--- config.mk ---
export PLATFORM = sky130hd
export DESIGN_NAME = line_cordic_div_flat
export DESIGN_NICKNAME = d
export VERILOG_FILES = /design/src/rtl/line_cordic_div_if.sv /design/src/rtl/line_cordic_div.sv /design/src/flat_wrapper.sv
export SDC_FILE = /design/constraint.sdc
export NUM_CORES = 1
export LEC_CHECK = 0
export CORE_MARGIN = 5
export CORE_UTILIZATION = 45
export DETAILED_ROUTE_END_ITERATION = 7
export PLACE_DENSITY = 0.74
export SYNTH_ARGS = -nofsm -noshare
export SYNTH_HDL_FRONTEND = slang
export SYNTH_SLANG_ARGS = --single-unit
--- constraint.sdc ---
create_clock -name clock -period 6.1 [get_ports clock]
set_input_delay 1.22 -clock clock [delete_from_list [all_inputs] [get_ports clock]]
set_output_delay 1.22 -clock clock [all_outputs]
set_load 0.02 [all_outputs]
--- src/rtl/line_cordic_div_if.sv ---
// Operand/result handshake bundle for the linear-mode CORDIC divider.
interface line_cordic_div_if #(
    parameter int DSIZE = 16
);
    logic                    in_valid;
    logic                    in_ready;
    logic signed [DSIZE-1:0] x_in;
    logic signed [DSIZE-1:0] y_in;
    logic                    out_valid;
    logic                    out_ready;
    logic signed [DSIZE:0]   z_out;
    logic                    err;
    logic                    range_err;

    modport master (
        output in_valid, x_in, y_in, out_ready,
        input  in_ready, out_valid, z_out, err, range_err
    );

    modport slave (
        input  in_valid, x_in, y_in, out_ready,
        output in_ready, out_valid, z_out, err, range_err
    );
endinterface

--- src/rtl/line_cordic_div.sv ---
// Iterative linear-mode CORDIC in vectoring mode: drives y toward zero while
// accumulating 2^(DSIZE-1)>>i into z, so z converges to y/x (1.0 = 2^(DSIZE-1)).
module line_cordic_div #(
    parameter int DSIZE = 16,
    parameter int ITER  = 15
) (
    input logic              clock,
    input logic              rst_n,
    line_cordic_div_if.slave bus
);
    localparam int IW = $clog2(DSIZE) + 1;
    localparam logic [DSIZE:0] DZ0 = {2'b01, {(DSIZE-1){1'b0}}};

    typedef enum logic [1:0] {IDLE, RUN, DONE} state_t;

    state_t                  r_state;
    state_t                  w_state_next;
    logic signed [DSIZE+1:0] r_x;
    logic signed [DSIZE+1:0] r_y;
    logic signed [DSIZE:0]   r_z;
    logic [IW-1:0]           r_i;
    logic signed [DSIZE:0]   r_zout;
    logic                    r_err;
    logic                    r_rerr;

    logic                    w_accept;
    logic                    w_out_hs;
    logic                    w_last;
    logic                    w_x_bad;
    logic                    w_range;
    logic signed [DSIZE:0]   w_x_ext;
    logic signed [DSIZE:0]   w_y_ext;
    logic signed [DSIZE:0]   w_absy;
    logic signed [DSIZE+1:0] w_xs;
    logic signed [DSIZE:0]   w_dz;
    logic signed [DSIZE+1:0] w_y_next;
    logic signed [DSIZE:0]   w_z_next;

    assign w_accept = bus.in_valid && (r_state == IDLE);
    assign w_out_hs = bus.out_ready && (r_state == DONE);
    assign w_last   = (r_i == IW'(ITER - 1));

    // Operand qualification: divide error and out-of-range dividend.
    always_comb begin
        w_x_ext = {bus.x_in[DSIZE-1], bus.x_in};
        w_y_ext = {bus.y_in[DSIZE-1], bus.y_in};
        w_absy  = w_y_ext[DSIZE] ? -w_y_ext : w_y_ext;
        w_x_bad = (bus.x_in <= 0);
        w_range = (w_absy >= w_x_ext);
    end

    // One vectoring iteration: step y toward zero, move z by the matching increment.
    always_comb begin
        w_xs = r_x >>> r_i;
        w_dz = DZ0 >> r_i;
        if (r_y >= 0) begin
            w_y_next = r_y - w_xs;
            w_z_next = r_z + w_dz;
        end else begin
            w_y_next = r_y + w_xs;
            w_z_next = r_z - w_dz;
        end
    end

    // State register.
    always_ff @(posedge clock or negedge rst_n) begin
        if (!rst_n) r_state <= IDLE;
        else        r_state <= w_state_next;
    end

    // Next-state decode and handshake outputs.
    always_comb begin
        w_state_next  = r_state;
        bus.in_ready  = 1'b0;
        bus.out_valid = 1'b0;
        case (r_state)
            IDLE: begin
                bus.in_ready = 1'b1;
                if (bus.in_valid) w_state_next = w_x_bad ? DONE : RUN;
            end
            RUN: begin
                if (w_last) w_state_next = DONE;
            end
            DONE: begin
                bus.out_valid = 1'b1;
                if (bus.out_ready) w_state_next = IDLE;
            end
            default: w_state_next = IDLE;
        endcase
    end

    // Datapath and result registers.
    always_ff @(posedge clock or negedge rst_n) begin
        if (!rst_n) begin
            r_x    <= '0;
            r_y    <= '0;
            r_z    <= '0;
            r_i    <= '0;
            r_zout <= '0;
            r_err  <= 1'b0;
            r_rerr <= 1'b0;
        end else if (w_accept) begin
            r_x    <= {{2{bus.x_in[DSIZE-1]}}, bus.x_in};
            r_y    <= {{2{bus.y_in[DSIZE-1]}}, bus.y_in};
            r_z    <= '0;
            r_i    <= '0;
            r_rerr <= w_range;
            if (w_x_bad) begin
                r_err  <= 1'b1;
                r_zout <= '0;
            end
        end else if (r_state == RUN) begin
            r_y <= w_y_next;
            r_z <= w_z_next;
            r_i <= r_i + 1'b1;
            if (w_last) r_zout <= w_z_next;
        end else if (w_out_hs) begin
            r_err  <= 1'b0;
            r_rerr <= 1'b0;
        end
    end

    assign bus.z_out     = r_zout;
    assign bus.err       = r_err;
    assign bus.range_err = r_rerr;
endmodule
--- src/flat_wrapper.sv ---
// flat-port wrapper written by rule: the top's interface ports become plain ports
module line_cordic_div_flat 
#(
    parameter int DSIZE = 16,
    parameter int ITER  = 15
)
  (clock, rst_n, bus_in_valid, bus_x_in, bus_y_in, bus_out_ready, bus_in_ready, bus_out_valid, bus_z_out, bus_err, bus_range_err);
  line_cordic_div_if #(.DSIZE(DSIZE)) bus_i ();
  input logic clock;
  input logic rst_n;
  input wire logic [$bits(bus_i.in_valid)-1:0] bus_in_valid;
  input wire logic [$bits(bus_i.x_in)-1:0] bus_x_in;
  input wire logic [$bits(bus_i.y_in)-1:0] bus_y_in;
  input wire logic [$bits(bus_i.out_ready)-1:0] bus_out_ready;
  output wire logic [$bits(bus_i.in_ready)-1:0] bus_in_ready;
  output wire logic [$bits(bus_i.out_valid)-1:0] bus_out_valid;
  output wire logic [$bits(bus_i.z_out)-1:0] bus_z_out;
  output wire logic [$bits(bus_i.err)-1:0] bus_err;
  output wire logic [$bits(bus_i.range_err)-1:0] bus_range_err;
  assign bus_i.in_valid = bus_in_valid;
  assign bus_i.x_in = bus_x_in;
  assign bus_i.y_in = bus_y_in;
  assign bus_i.out_ready = bus_out_ready;
  assign bus_in_ready = bus_i.in_ready;
  assign bus_out_valid = bus_i.out_valid;
  assign bus_z_out = bus_i.z_out;
  assign bus_err = bus_i.err;
  assign bus_range_err = bus_i.range_err;
  line_cordic_div #(.DSIZE(DSIZE), .ITER(ITER)) u_core (.clock(clock), .rst_n(rst_n), .bus(bus_i));
endmodule
# Yosys cells after proc, flatten, opt, wreduce, memory -nomap -nowiden
# Cells that the tools add are included.
[totals] ff_bits=77 input_bits=36 out_inout_bits=21
[op_classes] addsub=6 n_lt_le_gt_ge=3 n_eq_ne=8 shifts=2 muxes=25 n_reduce_logical=10
[ops] cell="$mux W17" count=8
[ops] cell="$mux W18" count=3
[ops] cell="$add A18 B18 Y18" count=1
[ops] cell="$ge A18 B1 Y1 const B" count=1
[ops] cell="$sshr A16 B5 Y18" count=1
[ops] cell="$sub A18 B18 Y18" count=1
[ops] cell="$add A17 B17 Y17" count=1
[ops] cell="$ge A17 B16 Y1" count=1
[ops] cell="$neg A16 Y17" count=1
[ops] cell="$shr A16 B5 Y17 const A" count=1
[ops] cell="$sub A17 B17 Y17" count=1
[ops] cell="$le A16 B1 Y1 const B" count=1
[ops] cell="$mux W5" count=2
[ops] cell="$reduce_and A3 Y1" count=3
[ops] cell="$mux W2" count=4
[ops] cell="$mux W1" count=7
[ops] cell="$ne A2 B2 Y1 const B" count=3
[ops] cell="$pmux W2 S3" count=1
[ops] cell="$reduce_bool A2 Y1" count=3
[ops] cell="$add A5 B1 Y5 const B" count=1
[ops] cell="$eq A5 B4 Y1 const B" count=1
[ops] cell="$ne A2 B1 Y1 const B" count=2
[ops] cell="$eq A2 B1 Y1 const B" count=1
[ops] cell="$eq A2 B2 Y1 const B" count=1
[ops] cell="other kinds (3)" count=4

# Logic depth before layout (Yosys ltp)
# Gate-level depths: netlist of run 1.
[depth] word_depth=6 ltp_mapped=22

# Worst setup path before layout of run 1
# No wires, ideal clock.
[synth_path] path_type="register to register" startpoint="reg u_core.r_i[1]" endpoint="reg u_core.r_y[14]" t_arrival_ns=4.839 setup_slack_ns=1.131 stages_incl_launch_ff=19 path_buffers=3 synth_period_minus_slack_ns=4.969 path_cell_list="dfrtp_1 clkbuf_1 clkbuf_1 buf_2 mux4_2 a221oi_1 and2_1 ha_1 inv_1 or4_1 nand2_1 xnor2_1 ha_1 a2111oi_0 nor4_1 or4b_1 a31oi_1 xor2_1 o21ai_1"
[synth_between] elab_chain_cells=5 elab_cells_between_ends=6
[synth_lines] item="start: declaration" line_no="line_cordic_div.sv:21" source="logic [IW-1:0] r_i;"
[synth_lines] item="start signal: assignment" line_no="line_cordic_div.sv:115" source="r_i <= r_i + 1'b1;"
[synth_lines] item="$sshr A16 B5 Y18 (*)" line_no="line_cordic_div.sv:54" source="w_xs = r_x >>> r_i;"
[synth_lines] item="$add A18 B18 Y18 / $sub A18 B18 Y18 (equally long branches)" line_no="line_cordic_div.sv:60, line_cordic_div.sv:57"
[synth_lines] item="$mux W18 (*)" line_no="line_cordic_div.sv:56" source="if (r_y >= 0) begin"
[synth_lines] item="$mux W18 (*)" line_no="line_cordic_div.sv:112" source="end else if (r_state == RUN) begin"
[synth_lines] item="$mux W18 (*)" line_no="line_cordic_div.sv:102" source="end else if (w_accept) begin"
[synth_lines] item="end signal: assignment" line_no="line_cordic_div.sv:104" source="r_y <= {{2{bus.y_in[DSIZE-1]}}, bus.y_in};"
[synth_lines] item="end signal: assignment" line_no="line_cordic_div.sv:113" source="r_y <= w_y_next;"
[synth_lines] item="end: declaration" line_no="line_cordic_div.sv:19" source="logic signed [DSIZE+1:0] r_y;"
# Mark *: on every way between the ends. The rest lies on a longest branch, timed or not. The select of a mux whose other input is x is not followed.
# A chain may end at the register's enable or synchronous reset.

# Worst setup path in the final report of run 1
[layout_path] startpoint="reg u_core.r_i[0]" endpoint="reg u_core.r_y[14]"
# Same word-level chain as after synthesis.

==> impl_metrics.json, run 1 <==
{
  "outcome": "completed",
  "cts_hold_buf": 0,
  "top_layer_used": "met4",
  "synthMuxAreaShare_pct": 6.29,
  "critPathMaxFanout": 14,
  "reg2regPathDepth": 16,
  "critical_path_class": "register to register",
  "cp-end-kind": "register",
  "hold_slack_ns": 0.490,
  "p_leak_uw": 0.00353,
  "async_reset_ff_share_pct": 100,
  "post-route-min-period_ns": 5.43,
  "synth-edff-count": 0,
  "fp.dieArea_sq_um": 18100,
  "layout-area-overhead-vs-synth_pct": 14.5,
  "worst_pin_slew_ns": 0.978,
  "rr_endpoint": "u_core.r_y[14]",
  "synth_top_family_by_area": "compound AO/OA/AOI/OAI gates",
  "h-tree-depth": 3,
  "synth_top_area_share_pct": 27.6,
  "multiInputGateArea_sq_um": 4740,
  "first_pass_iters": 5,
  "grt_max_degree": 78,
  "hold_end": "u_core.bus.z_out[6]",
  "cp_slowest_cell": "dfrtp_1",
  "cts_buffer_depth": 2,
  "place_ws_ns": 0.593,
  "fin_crit_sh_pct": 88.9,
  "cts.sinks": 77,
  "synth_compound_area_share_pct": 25.1,
  "syn_area_sq_um": 6980,
  "post_synth_xor_area_fraction_pct": 7.02,
  "clock_skew_ns": 0.0128,
  "start_util_pct": 45.9,
  "core_sq_um": 15200,
  "hp-start": "u_core.bus.z_out[6]",
  "synth_nets": 937,
  "wl_met1_um": 8540,
  "remaining_drc_errors": 0,
  "synth_area_leaders": "dfrtp_1 (28%), ha_1 (11%), nand2_1 (6.0%)",
  "grt_pass1_vias": 6049,
  "vias_per_cell": 5.99,
  "syn_avg_cell_area_sq_um": 8.31,
  "rsz0062_at_grt": "false",
  "ys_seq_elements": 77,
  "tns_ns": 0,
  "synth_adder_area_share_pct": 11.1,
  "numCtsBuffers": 9,
  "io_buffers": 56,
  "grt_overflow": 0,
  "r2r-start": "u_core.r_i[0]",
  "grt_pass1_wl_um": 30200,
  "cp_common_cell": "ha_1",
  "root_buffer": "clkbuf_16",
  "synthSimpleGateAreaFrac_pct": 18.3,
  "rrSetupSlack_ns": 0.67,
  "worstPathArrival_ns": 5.64,
  "finish.utilization_pct": 52.6,
  "io-pin-count": 57,
  "drive_above_1_share_pct": 6.57,
  "die_y_um": 135,
  "rows": 45,
  "fp.dieW_um": 135,
  "route.met2.wl_um": 8120,
  "fmax_ghz": 0.184,
  "clk_pin_slew_ns": 0.07,
  "drv_slew": 0,
  "fin_ws_ns": 0.674,
  "ys_types": 71,
  "yosysWarnings": 0,
  "startpoint_type": "register",
  "tritoncts": "built",
  "register_area_sq_um": 1930,
  "hpwl_um": 13600,
  "max_slew_margin_pct": 34.8,
  "holdCritPathClass": "register to register",
  "ir_drop_mv": 0.309,
  "cts-resized-gates": 0,
  "finalSetupViolCount": 0,
  "cts_setup_buffers": 0,
  "wl_per_cell_um": 17.0,
  "path_delay_family": "simple AND/OR/NAND/NOR gates",
  "antenna_left": 0,
  "critPathRequiredTime_ns": 6.31,
  "fill_cells": 1438,
  "routed_wl_um": 18200,
  "finalHoldViolations": 0,
  "synth_top_area_cell": "dfrtp_1",
  "syn_inst": 840,
  "gp_congestion": 0.965,
  "slowest_delay_ns": 0.69,
  "crit_chain": "buf_4, mux4_2, a221oi_1, and2_1, ha_1, inv_1, or4_1, nand2_1, xnor2_1, ha_1, a2111oi_1, nor4_1, or4b_1, a31oi_1, xor2_1, o21ai_1",
  "met3_length_um": 1080,
  "max-cap-violations": 0,
  "vias": 6416,
  "ys_seq_area_share_pct": 27.6,
  "power_density_nw_per_um2": 657,
  "antenna_found_initial": 0,
  "nets": 975,
  "path_buf_inv": 2,
  "clk_latency_ns": 0.35,
  "first_iter_violations": 457,
  "hold_depth": 2,
  "grt_usage_pct": 20.4,
  "synth_ff_type": "dfrtp_1",
  "diodes": 0
}
## worst register-to-register path, delay by kind of cell, from the launching register on
kind	cells	cell delay, ns
AND/OR/NAND/NOR	5	1.66
AO/OA/AOI/OAI	4	1.29
flip-flops	1	0.69
multiplexers	1	0.54
adder cells (fa/ha/maj)	2	0.46
buffers and inverters	2	0.38
XOR/XNOR	2	0.29
## Yosys cell counts (6+ instances only)
cell / count
a211oi_1: 9
a21o_1: 19
a21oi_1: 60
a22o_1: 12
a22oi_1: 14
a31oi_1: 7
clkbuf_1: 38
dfrtp_1: 77
ha_1: 59
inv_1: 32
mux2i_1: 9
mux4_2: 15
nand2_1: 112
nand2b_1: 12
nand3_1: 20
nor2_1: 50
nor2b_1: 9
nor3_1: 15
nor4_1: 12
o21ai_0: 80
o21ai_1: 6
o31ai_1: 17
xnor2_1: 37
xor2_1: 19
## layer usage
| layer | up-vias | global-route usage (%) |
|---|---|---|
| li1 | 3168 | - |
| met1 | 3013 | 28.7 |
| met2 | 209 | 32.3 |
| met3 | 26 | 2.42 |
| met4 | 0 | 7.47 |
| met5 | - | 0 |
## worst max path at each step
stage                             start        endpoint  cells after the start
final                     u_core.r_i[0]  u_core.r_y[14]                     16
after global routing      u_core.r_i[0]  u_core.r_y[16]                     17
after CTS                 u_core.r_i[0]  u_core.r_y[14]                     16
after detailed placement  u_core.r_i[0]  u_core.r_y[14]                     16
after global placement    u_core.r_i[0]  u_core.r_y[14]                     16
after floorplan           u_core.r_i[1]  u_core.r_y[14]                     18
## area by class of cell
type	instances	share of cell area, %
Inverter	35	1.64
Clock buffer	10	2.99
Multi-Input combinational cell	684	59.3
Sequential cell	77	24.1
Timing Repair Buffer	71	8.38
Tap cell	188	2.94
Clock inverter	6	0.657
## placed cells by master (no fill, tap or decap), drive strengths merged, types with 4 or more instances in the layout
master         synthesis  layout
nand2                112     112
o21ai                 86      86
dfrtp                 77      77
a21oi                 60      60
ha                    59      59
clkdlybuf4s50          0      55
nor2                  50      50
xnor2                 37      37
inv                   32      35
nand3                 20      20
xor2                  19      19
a21o                  19      19
o31ai                 18      18
buf                    6      16
nor3                  16      16
mux4                  15      15
a22oi                 14      14
nand2b                12      12
nor4                  12      12
a22o                  12      12
clkbuf                38      10
nor2b                  9       9
a211oi                 9       9
mux2i                  9       9
a31oi                  7       7
or2                    7       7
or3                    5       5
nor3b                  5       5
and2                   5       5
nand4                  5       5
o21a                   4       4
o31a                   4       4
clkinv                 3       4
## cell families after synthesis
| logic type | Yosys count |
|---|---|
| fa+ha+maj | 61 |
| simple gates | 270 |
| buf+inv | 79 |
| other cells | 1 |
| mux | 25 |
| xor+xnor | 56 |
| compound gates | 271 |
| flops | 77 |
## report_power, final
part	leakage [uW]	switching [uW]	internal, uW
Clock	0.000138	233	293
Sequential	0.000988	202	730
Combinational	0.00240	2140	1650
## through the flow
step | area (sq um) | instances | total power [uW]
floorplan | 6980 | 840 | 3850
global placement | 7710 | 1055 | 4650
detailed placement | 7710 | 1055 | 4690
CTS | 8000 | 1071 | 5240
global route | 8000 | 1071 | 5770
finish | 8000 | 1071 | 5260
## registers in the layout, indices dropped and copies added, names as in the netlist
| signal | count |
|---|---|
| u_core.r_z | 17 |
| u_core.r_x | 16 |
| u_core.r_i | 5 |
| u_core.bus.err | 1 |
| u_core.r_y | 18 |
| u_core.r_state | 2 |
| u_core.bus.range_err | 1 |
| u_core.bus.z_out | 17 |
(Power assumes the default switching activity.)
==> run 2, diff against run 1 <==
PLACE_DENSITY = unset   (was 0.74)
==> impl_metrics.json, run 2 (same netlist as run 1, synthesis figures left out) <==
{
  "antenna_left": 0,
  "clk_pin_slew_ns": 0.07,
  "cts-resized-gates": 0,
  "vias_per_cell": 6.11,
  "fin_crit_sh_pct": 90.1,
  "grt_usage_pct": 23.0,
  "pwr-share-comb_pct": 72.6,
  "tns_ns": 0,
  "nets": 975,
  "grt_max_degree": 78,
  "outcome": "completed",
  "cts_hold_buf": 0,
  "seq_power_share_pct": 17.2,
  "cts_buffer_depth": 2,
  "cts_setup_buffers": 0,
  "fp.dieW_um": 135,
  "grt_pass1_vias": 6268,
  "cp-end-kind": "register",
  "numCtsBuffers": 9,
  "worstPathArrival_ns": 5.71,
  "holdCritPathClass": "register to register",
  "critPathMaxFanout": 27,
  "rows": 45,
  "layout-area-overhead-vs-synth_pct": 14.6,
  "critPathRequiredTime_ns": 6.31,
  "fp.dieArea_sq_um": 18100,
  "core_sq_um": 15200,
  "rsz0062_at_grt": "false",
  "place_ws_ns": 0.697,
  "p_leak_uw": 0.00352,
  "cts.sinks": 77,
  "finalHoldViolations": 0,
  "power.share.switching_pct": 50.2,
  "root_buffer": "clkbuf_16",
  "wl_per_cell_um": 19.0,
  "intPower_uw": 2700,
  "tritoncts": "built",
  "die_y_um": 135,
  "max_slew_margin_pct": 33.6,
  "grt_overflow": 0,
  "grt_pass1_wl_um": 33500,
  "worst_pin_slew_ns": 0.995,
  "gp_congestion": 0.915,
  "start_util_pct": 45.9,
  "critical_path_class": "register to register",
  "remaining_drc_errors": 0,
  "final_common_cell": "nand2_1",
  "vias": 6539,
  "fill_cells": 1470,
  "fmax_ghz": 0.182,
  "fin_ws_ns": 0.605,
  "power_density_nw_per_um2": 677,
  "netSwitchingPower_uw": 2720,
  "ir_drop_mv": 0.334,
  "finish.utilization_pct": 52.7,
  "h-tree-depth": 3,
  "startpoint_type": "register",
  "routed_wl_um": 20300,
  "io_buffers": 56,
  "clk_latency_ns": 0.35,
  "max-cap-violations": 0,
  "finalSetupViolCount": 0,
  "drive_above_1_share_pct": 6.46,
  "hpwl_um": 15400,
  "clock_skew_ns": 0.00977,
  "diodes": 0,
  "largest_reg_flops": 18,
  "io-pin-count": 57,
  "first_pass_iters": 5,
  "top_register": "u_core.r_y",
  "antenna_found_initial": 0,
  "mostFrequentLayoutCells": "nand2_1 (112), o21ai_0 (80), dfrtp_1 (77)",
  "clockPowerShare_pct": 10.3,
  "drv_slew": 0,
  "post-route-min-period_ns": 5.49,
  "first_iter_violations": 561
}
[run 2: cell types whose count changed in the layout (fill, tap and decap cells not counted)]
cell        before  now
a2111oi_0        1    2
a2111oi_1        1    0
bufinv_16        0    1
clkbuf_8         1    0
clkinv_4         1    0
clkinvlp_4       2    3
inv_6            2    1
[run 2: layout make-up]
type                       count  area (sq um)  area share (%)
timing repair buffer          71           671            8.38
clock buffer                   9           225            2.81
multi-input combinational    684          4740            59.2
clock inverter                 6          72.6           0.907
sequential                    77          1930            24.1
inverter                      35           131            1.64
tap                          188           235            2.94
[run 2: metrics by stage]
step / power, uW / hold WS, ns / instance area (sq um) / std cells
floorplan: 3850 / 0.441 / 6980 / 840
global placement: 4750 / 0.460 / 7710 / 1055
detailed placement: 4800 / 0.470 / 7710 / 1055
CTS: 5390 / 0.485 / 8000 / 1070
global route: 5920 / 0.508 / 8000 / 1070
finish: 5420 / 0.478 / 8000 / 1070
[run 2: critical path, stage by stage (launching register included)]
cell       delay (ns)
dfrtp_1          0.95
mux4_2           0.43
a221oi_1         0.51
and2_1           0.23
ha_1             0.15
inv_1            0.05
or4_1            0.61
nand2_1          0.12
xnor2_1          0.13
ha_1             0.32
a2111oi_0        0.66
nor4_1           0.20
or4b_1           0.54
a31oi_1          0.20
xor2_1           0.17
o21ai_1          0.07
[run 2: final timing paths]
check / from / endpoint / slack, ns / cells past startpoint
worst max-delay path: u_core.r_i[1] / u_core.r_y[14] / 0.61 / 15
worst min-delay path: u_core.bus.z_out[6] / u_core.bus.z_out[6] / 0.48 / 2
worst max register to register: u_core.r_i[1] / u_core.r_y[14] / 0.61 / 15
worst min register to register: u_core.bus.z_out[6] / u_core.bus.z_out[6] / 0.48 / 2
max in group asynchronous: rst_n / u_core.r_y[9] / 4.41 / 1
min in group asynchronous: rst_n / u_core.bus.z_out[15] / 1.01 / 1
[run 2: routing by layer]
| layer | up-vias | routed length, um | track usage [%] |
|---|---|---|---|
| met5 | - | 0 | 0 |
| met4 | 0 | 283 | 6.22 |
| met3 | 16 | 1170 | 4.06 |
| met2 | 182 | 8950 | 34.9 |
| met1 | 3178 | 9940 | 33.9 |
| li1 | 3163 | - | - |
[run 2: power by group through the flow]
stage	sequential (uW)	combinational, uW	clock [uW]
after floorplan	906	2950	0
after global placement	929	3820	0
after detailed placement	932	3860	0
after CTS	925	3890	570
after global routing	960	4380	588
final	930	3930	557
